<file path="src/rtl/pick_pkg.sv">
// Shared types and constants for the pick position controller.
// The speed state and direction codes are used by both the top and the per-axis stepper.
package pick_pkg;

  typedef enum logic [1:0] {
    SPD_IDLE = 2'd0,
    SPD_SLOW = 2'd1,
    SPD_FAST = 2'd2
  } speed_t;

  localparam logic [1:0] DIR_NONE = 2'b00;
  localparam logic [1:0] DIR_NEG  = 2'b01;
  localparam logic [1:0] DIR_POS  = 2'b10;

  // Code 11 is meaningless on the command bus and is treated as "no movement".
  function automatic logic [1:0] norm_dir(input logic [1:0] d);
    return (d == 2'b11) ? DIR_NONE : d;
  endfunction

endpackage

</file>
<file path="src/rtl/pick_axis.sv">
// One axis of the pick: applies a step in the requested direction and resolves
// boundary crossings by wrapping or clamping. Purely combinational; the caller
// registers the result.
module pick_axis
  import pick_pkg::*;
#(
  parameter int W    = 10,
  parameter int MIN  = 0,
  parameter int MAX  = 639,
  parameter bit WRAP = 1'b1
) (
  input  logic [W-1:0] pos,
  input  logic [1:0]   dir,
  input  logic [W-1:0] step,
  output logic [W-1:0] pos_next,
  output logic         hit
);

  localparam logic [W:0] MIN_E = (W+1)'(MIN);
  localparam logic [W:0] MAX_E = (W+1)'(MAX);

  // One extra bit keeps MIN+step and pos+step from overflowing.
  logic [W:0] pos_e;
  logic [W:0] step_e;
  logic [W:0] lo_lim;
  logic [W:0] hi_sum;

  assign pos_e  = {1'b0, pos};
  assign step_e = {1'b0, step};
  assign lo_lim = MIN_E + step_e;
  assign hi_sum = pos_e + step_e;

  // Step the axis; the boundary branch flags hit even when a clamp leaves pos unchanged.
  always_comb begin
    pos_next = pos;
    hit      = 1'b0;
    case (dir)
      DIR_NEG: begin
        if (pos_e < lo_lim) begin
          hit      = 1'b1;
          pos_next = WRAP ? MAX_E[W-1:0] : MIN_E[W-1:0];
        end else begin
          pos_next = pos - step;
        end
      end
      DIR_POS: begin
        if (hi_sum > MAX_E) begin
          hit      = 1'b1;
          pos_next = WRAP ? MIN_E[W-1:0] : MAX_E[W-1:0];
        end else begin
          pos_next = pos + step;
        end
      end
      default: begin
        pos_next = pos;
        hit      = 1'b0;
      end
    endcase
  end

endmodule

</file>
<file path="src/rtl/pick_mover.sv">
// Two-axis pick position controller, one update per video frame.
// Optional acceleration after a sustained hold is enabled by defining PICK_ACCEL_EN;
// without it the pick only ever moves at STEP_SLOW and speed never reads FAST.
module pick_mover
  import pick_pkg::*;
#(
  parameter int W           = 10,
  parameter int X_MIN       = 0,
  parameter int X_MAX       = 639,
  parameter int Y_MIN       = 32,
  parameter int Y_MAX       = 479,
  parameter int X_HOME      = 100,
  parameter int Y_HOME      = 32,
  parameter int STEP_SLOW   = 1,
  parameter int STEP_FAST   = 2,
  parameter int HOLD_FRAMES = 8,
  parameter bit X_WRAP      = 1'b1,
  parameter bit Y_WRAP      = 1'b1
) (
  input  logic         frame_clk,
  input  logic         Reset_n,
  input  logic         cmd_valid,
  input  logic [1:0]   dir_x,
  input  logic [1:0]   dir_y,
  input  logic         home,
  input  logic         freeze,
  output logic [W-1:0] pos_x,
  output logic [W-1:0] pos_y,
  output logic [1:0]   speed,
  output logic         moving,
  output logic         wrapped
);

  localparam logic [W-1:0] X_HOME_W = W'(X_HOME);
  localparam logic [W-1:0] Y_HOME_W = W'(Y_HOME);
  localparam logic [W-1:0] STEP_S   = W'(STEP_SLOW);
  localparam int           SPAN_MIN = ((X_MAX - X_MIN) < (Y_MAX - Y_MIN)) ?
                                      (X_MAX - X_MIN) : (Y_MAX - Y_MIN);

  // Reject parameter sets that would break the bounds arithmetic.
  if (HOLD_FRAMES < 1 || HOLD_FRAMES > 255) begin : g_bad_hold
    $error("pick_mover: HOLD_FRAMES must be in 1..255");
  end
  if (X_HOME < X_MIN || X_HOME > X_MAX || Y_HOME < Y_MIN || Y_HOME > Y_MAX) begin : g_bad_home
    $error("pick_mover: home position outside bounds");
  end
  if (STEP_SLOW > SPAN_MIN || STEP_FAST > SPAN_MIN) begin : g_bad_step
    $error("pick_mover: step larger than the smaller axis span");
  end

  speed_t       state;
  speed_t       state_next;
  logic [3:0]   vec;
  logic [W-1:0] step;
  logic [W-1:0] nx;
  logic [W-1:0] ny;
  logic         hx;
  logic         hy;

  assign vec   = cmd_valid ? {norm_dir(dir_x), norm_dir(dir_y)} : 4'b0000;
  assign speed = state;

`ifdef PICK_ACCEL_EN
  localparam logic [W-1:0] STEP_F = W'(STEP_FAST);
  localparam logic [7:0]   HOLD   = 8'(HOLD_FRAMES);

  logic [7:0] count;
  logic [7:0] count_next;
  logic [3:0] prev_vec;
  logic [3:0] prev_next;

  assign step = (state == SPD_FAST) ? STEP_F : STEP_S;

  // Hold counter and last nonzero vector follow the same home/freeze priority as the position.
  always_ff @(posedge frame_clk) begin
    if (!Reset_n) begin
      count    <= 8'd0;
      prev_vec <= 4'b0000;
    end else if (home) begin
      count    <= 8'd0;
    end else if (!freeze) begin
      count    <= count_next;
      prev_vec <= prev_next;
    end
  end

  // Next speed state: a repeated vector counts toward FAST, any change restarts at SLOW.
  always_comb begin
    state_next = state;
    count_next = count;
    prev_next  = prev_vec;
    if (vec == 4'b0000) begin
      state_next = SPD_IDLE;
      count_next = 8'd0;
    end else begin
      if (state != SPD_IDLE && vec == prev_vec) begin
        count_next = (count >= HOLD) ? HOLD : count + 8'd1;
      end else begin
        count_next = 8'd1;
      end
      prev_next  = vec;
      state_next = (count_next >= HOLD) ? SPD_FAST : SPD_SLOW;
    end
  end
`else
  assign step = STEP_S;

  // Next speed state without acceleration: moving means SLOW, otherwise IDLE.
  always_comb begin
    state_next = state;
    state_next = (vec == 4'b0000) ? SPD_IDLE : SPD_SLOW;
  end
`endif

  pick_axis #(
    .W    (W),
    .MIN  (X_MIN),
    .MAX  (X_MAX),
    .WRAP (X_WRAP)
  ) u_axis_x (
    .pos      (pos_x),
    .dir      (vec[3:2]),
    .step     (step),
    .pos_next (nx),
    .hit      (hx)
  );

  pick_axis #(
    .W    (W),
    .MIN  (Y_MIN),
    .MAX  (Y_MAX),
    .WRAP (Y_WRAP)
  ) u_axis_y (
    .pos      (pos_y),
    .dir      (vec[1:0]),
    .step     (step),
    .pos_next (ny),
    .hit      (hy)
  );

  // State register, position and status flags with reset > home > freeze > command priority.
  always_ff @(posedge frame_clk) begin
    if (!Reset_n) begin
      state   <= SPD_IDLE;
      pos_x   <= X_HOME_W;
      pos_y   <= Y_HOME_W;
      moving  <= 1'b0;
      wrapped <= 1'b0;
    end else if (home) begin
      state   <= SPD_IDLE;
      pos_x   <= X_HOME_W;
      pos_y   <= Y_HOME_W;
      moving  <= (pos_x != X_HOME_W) || (pos_y != Y_HOME_W);
      wrapped <= 1'b0;
    end else if (freeze) begin
      moving  <= 1'b0;
      wrapped <= 1'b0;
    end else begin
      state   <= state_next;
      pos_x   <= nx;
      pos_y   <= ny;
      moving  <= (nx != pos_x) || (ny != pos_y);
      wrapped <= hx | hy;
    end
  end

endmodule

</file>
<file path="config.mk">
export PLATFORM = sky130hd
export DESIGN_NAME = pick_mover
export DESIGN_NICKNAME = d
export VERILOG_FILES = /design/src/rtl/pick_pkg.sv /design/src/rtl/pick_axis.sv /design/src/rtl/pick_mover.sv
export SDC_FILE = /design/constraint.sdc
export NUM_CORES = 1
export LEC_CHECK = 0
export ABC_AREA = 1
export ABC_CLOCK_PERIOD_IN_PS = 5000
export CAP_MARGIN = 20
export CORE_ASPECT_RATIO = 1.1
export CORE_MARGIN = 8
export CORE_UTILIZATION = 40
export CTS_CLUSTER_DIAMETER = 50
export DETAILED_ROUTE_END_ITERATION = 12
export PLACE_DENSITY = 0.67
export SKIP_LAST_GASP = 1
export SLEW_MARGIN = 40
export SYNTH_ARGS = -nofsm -noshare
export SYNTH_HDL_FRONTEND = slang
export SYNTH_SLANG_ARGS = --single-unit
</file>
<file path="constraint.sdc">
create_clock -name frame_clk -period 5 [get_ports frame_clk]
set_clock_uncertainty 0.1 [all_clocks]
set_input_delay 1 -clock frame_clk [delete_from_list [all_inputs] [get_ports frame_clk]]
set_output_delay 1 -clock frame_clk [all_outputs]
set_load 0.05 [all_outputs]
</file>
## Word-level counts from Yosys, hierarchy flattened

Cells that the tools add are included.
Widths: inputs -> output; s select.

| word-level totals | value |
|---|---|
| output and inout port bits | 24 |
| input port bits | 9 |
| flip-flop bits (word level) | 24 |
| word-level logic and storage cells | 50 |

| cells by class | value |
|---|---|
| bitwise operators | 2 |
| mux-type cells | 18 |
| order comparisons | 4 |
| reductions and logical operators | 5 |
| equality and inequality tests | 10 |
| add/subtract/negate cells | 6 |

Operators with widths:

| cell | count |
|---|---|
| $mux 10 | 4 |
| $pmux 10 s2 | 2 |
| $add 10x1->11 const B | 2 |
| $add 10x1->10 const B | 2 |
| $ne 10x10->1 | 2 |
| $sub 10x1->10 const B | 2 |
| $gt 11x10->1 const B | 1 |
| $gt 11x9->1 const B | 1 |
| $lt 10x1->1 const B | 1 |
| $lt 10x6->1 const B | 1 |
| $ne 10x6->1 const B | 1 |
| $ne 10x7->1 const B | 1 |
| $eq 2x2->1 const B | 4 |
| $mux 1 | 7 |
| $eq 2x1->1 const B | 2 |
| $logic_not 4->1 | 1 |
| $mux 2 | 2 |
| $mux 4 | 1 |
| $pmux 1 s2 | 2 |
| $reduce_or 3->1 | 1 |
| $logic_or 1x1->1 | 2 |
| $reduce_or 2->1 | 1 |
| $not 1->1 | 1 |
| $or 1x1->1 | 1 |

## Longest topological paths before layout

| logic depth | value |
|---|---|
| depth after elaboration | 9 |
| gate-level depth with buffers | 20 |
| depth with buffers taken out | 19 |

## By module

From an unflattened synthesis, not the netlist that was laid out.

| unflattened totals | value |
|---|---|
| cell total of the unflattened synthesis | 749 |
| area, all modules | 4569.4 um^2 |

Modules (own cells, without submodules):

| module | area an instance (um^2) | cells an instance | sequential area each (um^2) | instances |
|---|---|---|---|---|
| pick_axis at u_axis_y | 1739.2 | 278 | 0.0 | 1 |
| pick_axis at u_axis_x | 1574.0 | 275 | 0.0 | 1 |
| pick_mover | 1256.2 | 196 | 460.4 | 1 |

## Worst setup path before layout

OpenSTA, ideal clock, no wires.

| path | value |
|---|---|
| kind | input to register |
| from | input port cmd_valid |
| to | register moving |
| data arrival time | 2.672 ns |
| stages on the path | 17 |
| setup time | 0.126 ns |
| slack | 2.102 ns |
| cells stage by stage | inv_1 > nor3_1 > inv_1 > ha_1 > clkbuf_1 > nand2_1 > nand2_1 > a21oi_1 > nand2_1 > o21ai_1 > nor2_1 > nor2_1 > nand2_1 > nor2_1 > nand2_1 > o21bai_1 > a21oi_1 |

| between the ends | value |
|---|---|
| word-level cells in the longest chain between the ends | 7 |

RTL lines:

| element | line | source |
|---|---|---|
| start: declaration | pick_mover.sv:22 | `input logic cmd_valid,` |
| $mux 4 * | pick_mover.sv:60 | `assign vec = cmd_valid ? {norm_dir(dir_x), norm_dir(dir_y)} : 4'b0000;` |
| $eq 2x2->1 or $eq 2x1->1 (tied branches) | pick_axis.sv:37 | `case (dir)` |
| $pmux 10 s2 | pick_axis.sv:37 |  |
| $ne 10x10->1 | pick_mover.sv:162 | `moving <= (nx != pos_x) \|\| (ny != pos_y);` |
| $logic_or 1x1->1 * | pick_mover.sv:162 |  |
| $mux 1 * | pick_mover.sv:155 | `end else if (freeze) begin` |
| $mux 1 * | pick_mover.sv:149 | `end else if (home) begin` |
| end signal: assignment | pick_mover.sv:153 | `moving <= (pos_x != X_HOME_W) \|\| (pos_y != Y_HOME_W);` |
| end signal: assignment | pick_mover.sv:162 |  |
| end: declaration | pick_mover.sv:30 | `output logic moving,` |

Mark *: on every way between the ends. The rest lies on a longest branch, timed or not.
A chain may end at the register's enable or synchronous reset.

## Worst setup path in the final report

Ends and elaborated chain as after synthesis.

==> key figures <==
STA
  – Relative slew slack: 0.563
  – Final worst-path setup slack: between 1000 and 1500 ps
  – Setup TNS: 0 ps
  – Final setup violation count: 0
  – Fmax: around 0.26 GHz
  – Fin crit share: 0.775
  – Hold slack final: ~440 ps
  – Tmin final: roughly 3900 ps
  – Final Hold Viols: 0
  – RSZ-0062 raised after global routing: false
  – Count of pins over their slew limit: 0
  – Slew @ Worst Pin: between 600 and 700 ps

Min path
  – Worst Hold End: speed[0]$_SDFFE_PP0N_
  – Startpoint of the worst hold path: speed[0]$_SDFFE_PP0N_
  – Hold Path Class: flop to flop
  – Hold depth: 2

Clocking
  – H-tree Lvls: 1
  – CTS Sinks: 23
  – CTS tree: yes
  – Clock transition at the registers of the reported paths: ~90 ps
  – Worst-Skew Late Latency: about 270 ps
  – Root buffer cell: clkbuf_8
  – CTS buffer count: 3
  – # Post-CTS Setup Buffers: 0
  – Post_cts resized: 0
  – Clk buf depth: 2
  – Hold Buf Count CTS: 0

Die
  – Die Wd: about 96 um
  – Die height: 104 um
  – Initial Util: 0.408
  – Die area: just over 10000 um2
  – Core Area: around 7000 um2
  – Boundary Pins: 33
  – Rows: 32

Placed design
  – Placed Area: roughly 3100 um2
  – Final HPWL DP: ~6700 um
  – Placer Congestion: between 0.9 and 1
  – Placed Instances: slightly above 600
  – Dpl ws: 865 ps
  – Buffers on Ports: 31

Routing
  – Detail Route Antenna Nets: 0
  – Mean number of vias per cell: 5.39
  – WL/cell: roughly 14 um
  – Iter 0 DRT Violations: roughly 150
  – Final WL: about 8600 um
  – DRC: 0
  – Drt pass-1 iters: 5
  – Via count: 3355

Global route
  – Largest net degree at the start of global routing: 42
  – Remaining Overflow, GRT: 0
  – Vias in the first global route: around 3.1k
  – Gr usage total: 0.174
  – First-pass GRT wire length: 14500 um
  – Initial antenna violation count: 0

Logic synthesis
  – Synth area leader: nand2_1
  – Complex-gate fraction of the synthesized area: 0.182
  – Seq/Total Area, Yosys: 0.162
  – Synth Register Bits: 23
  – Synth area leaders: nand2_1, dfxtp_1, nand3_1
  – Synth Area in Simple Gates: 0.450
  – Mapped cell area: about 2800 um2
  – XOR/XNOR share of the synthesized area: 0.0215
  – Syn avg cell area: 5.39 um2
  – Synth unique cells: 29
  – Largest family of logic cells by synthesized area: simple AND/OR/NAND/NOR gates
  – Mux cell area share after synthesis: 0
  – Warnings, synthesis: 0
  – Synth Net Count: around 550
  – Post-Synth Adder-Cell Area: 0.0616
  – Top cell type's share of synthesized area: 0.187
  – Number of standard cells after synthesis: ~530

Setup path
  – FF-to-FF Start: pos_x[0]$_SDFFE_PP0N_
  – Worst Path Arrival: ~3900 ps
  – R2R depth: 17
  – CP required: 5060 ps
  – CP Max Fanout: 23
  – FF-to-FF End: moving$_SDFF_PN0_
  – R2R Setup Slk: around 2100 ps
  – Worst Setup Start Kind: input port
  – WS Path Type: input port to flop
  – Worst Setup End Kind: flop

Power and ir drop
  – Worst vdd ir: approximately 100 uV
  – Pwr/cell area: 168 nW/um2
  – Leak: 1.47 nW

Final layout
  – Share of cells above drive strength 1: 0.0242
  – Layout fillers: 773
  – Commonest cells after routing, fill and taps aside: nand2_1, nand3_1, nor2_1, inv_1, o21ai_0
  – Commonest non-fill, non-tap cell in the layout: nand2_1
  – P&R area growth vs syn: 12.2%
  – Net count, final: around 560
  – Post-Layout Inst Area: 3190 um2
  – Final cell count without fillers: approximately 620
  – Diodes inserted: 0

Status
  – Run status: finished, final reports clean

Job
  – Max-cap viol count: 0
critical path, cell delays in order:
cell	delay (ps)
clkdlybuf4s50_1	510
inv_1	70
nor3_1	260
inv_1	100
ha_1	720
nand2_1	300
a21oi_1	220
nand2_1	70
o21ai_1	100
nor2_1	60
nor2_1	110
nand2_1	60
nor2_1	80
nand2_1	60
o21bai_1	130
a21oi_1	80
flip-flops by register name, indices dropped and copies added, names as in the netlist:
name and cells:
pos_y 10, pos_x 10, moving 1, wrapped 1
speed 1
worst max-delay path by stage:
| stage | start | to | slack, ps |
|---|---|---|---|
| 2_1_floorplan | cmd_valid | moving$_SDFF_PN0_ | 2100 |
| 3_3_place_gp | cmd_valid | moving$_SDFF_PN0_ | 980 |
| 3_5_place_dp | cmd_valid | moving$_SDFF_PN0_ | 870 |
| 4_1_cts | cmd_valid | moving$_SDFF_PN0_ | 1150 |
| 5_1_grt | cmd_valid | moving$_SDFF_PN0_ | 860 |
| 6_report | cmd_valid | moving$_SDFF_PN0_ | 1120 |
layout make-up:
| type | instances | area [um2] | share of cell area |
|---|---|---|---|
| inverter | 59 | 221 | 0.0694 |
| clock inverter | 1 | 5.00 | 0.00157 |
| multi-input combinational | 419 | 2040 | 0.639 |
| tap | 85 | 106 | 0.0333 |
| sequential | 23 | 460 | 0.144 |
| timing repair buffer | 32 | 318 | 0.0996 |
| clock buffer | 3 | 41.3 | 0.0129 |
metal layers:
metal	up-vias	part of all wire	global-route usage	wire, um
li1	1748	-	-	-
met1	1468	0.43	0.215	3640
met2	120	0.50	0.300	4250
met3	19	0.051	0.00794	433
met4	0	0.027	0.0726	231
met5	-	0	0	0
stage by stage:
step | power, mW | utilization
after global routing | 0.576 | 0.458
after floorplan | 0.364 | -
after detailed placement | 0.420 | 0.452
final | 0.537 | 0.458
after global placement | 0.418 | 0.452
after CTS | 0.538 | 0.458
where the power goes:
part | leakage (nW) | switching [mW] | internal [mW]
registers | 0.188 | 0.0201 | 0.191
clock network | 0.0255 | 0.0637 | 0.0558
logic | 1.26 | 0.138 | 0.0688
total | 1.47 | 0.222 | 0.316
cells by family (layout without fill, tap and decap cells):
family	Yosys count	count (layout)
AO/OA/AOI/OAI	95	95
adder cells (fa/ha/maj)	14	14
XOR/XNOR	7	7
buffers and inverters	86	95
flip-flops	23	23
other	1	1
AND/OR/NAND/NOR	302	302
synth_stat cells (all sizes together):
cell type  number
ha             14
o31ai           1
o21a            1
xor2            7
nand3b          1
nor2           67
conb            1
nand2         144
o21bai          3
clkbuf         15
nor3            9
a21boi          1
inv            57
a21oi          37
nand4          14
o211ai          8
nand3          66
o41ai           1
o21ai          40
dfxtp          23
clkinv          2
or2             1
buf            12
a31oi           3
No activity file was read; power rests on OpenSTA's default activity.
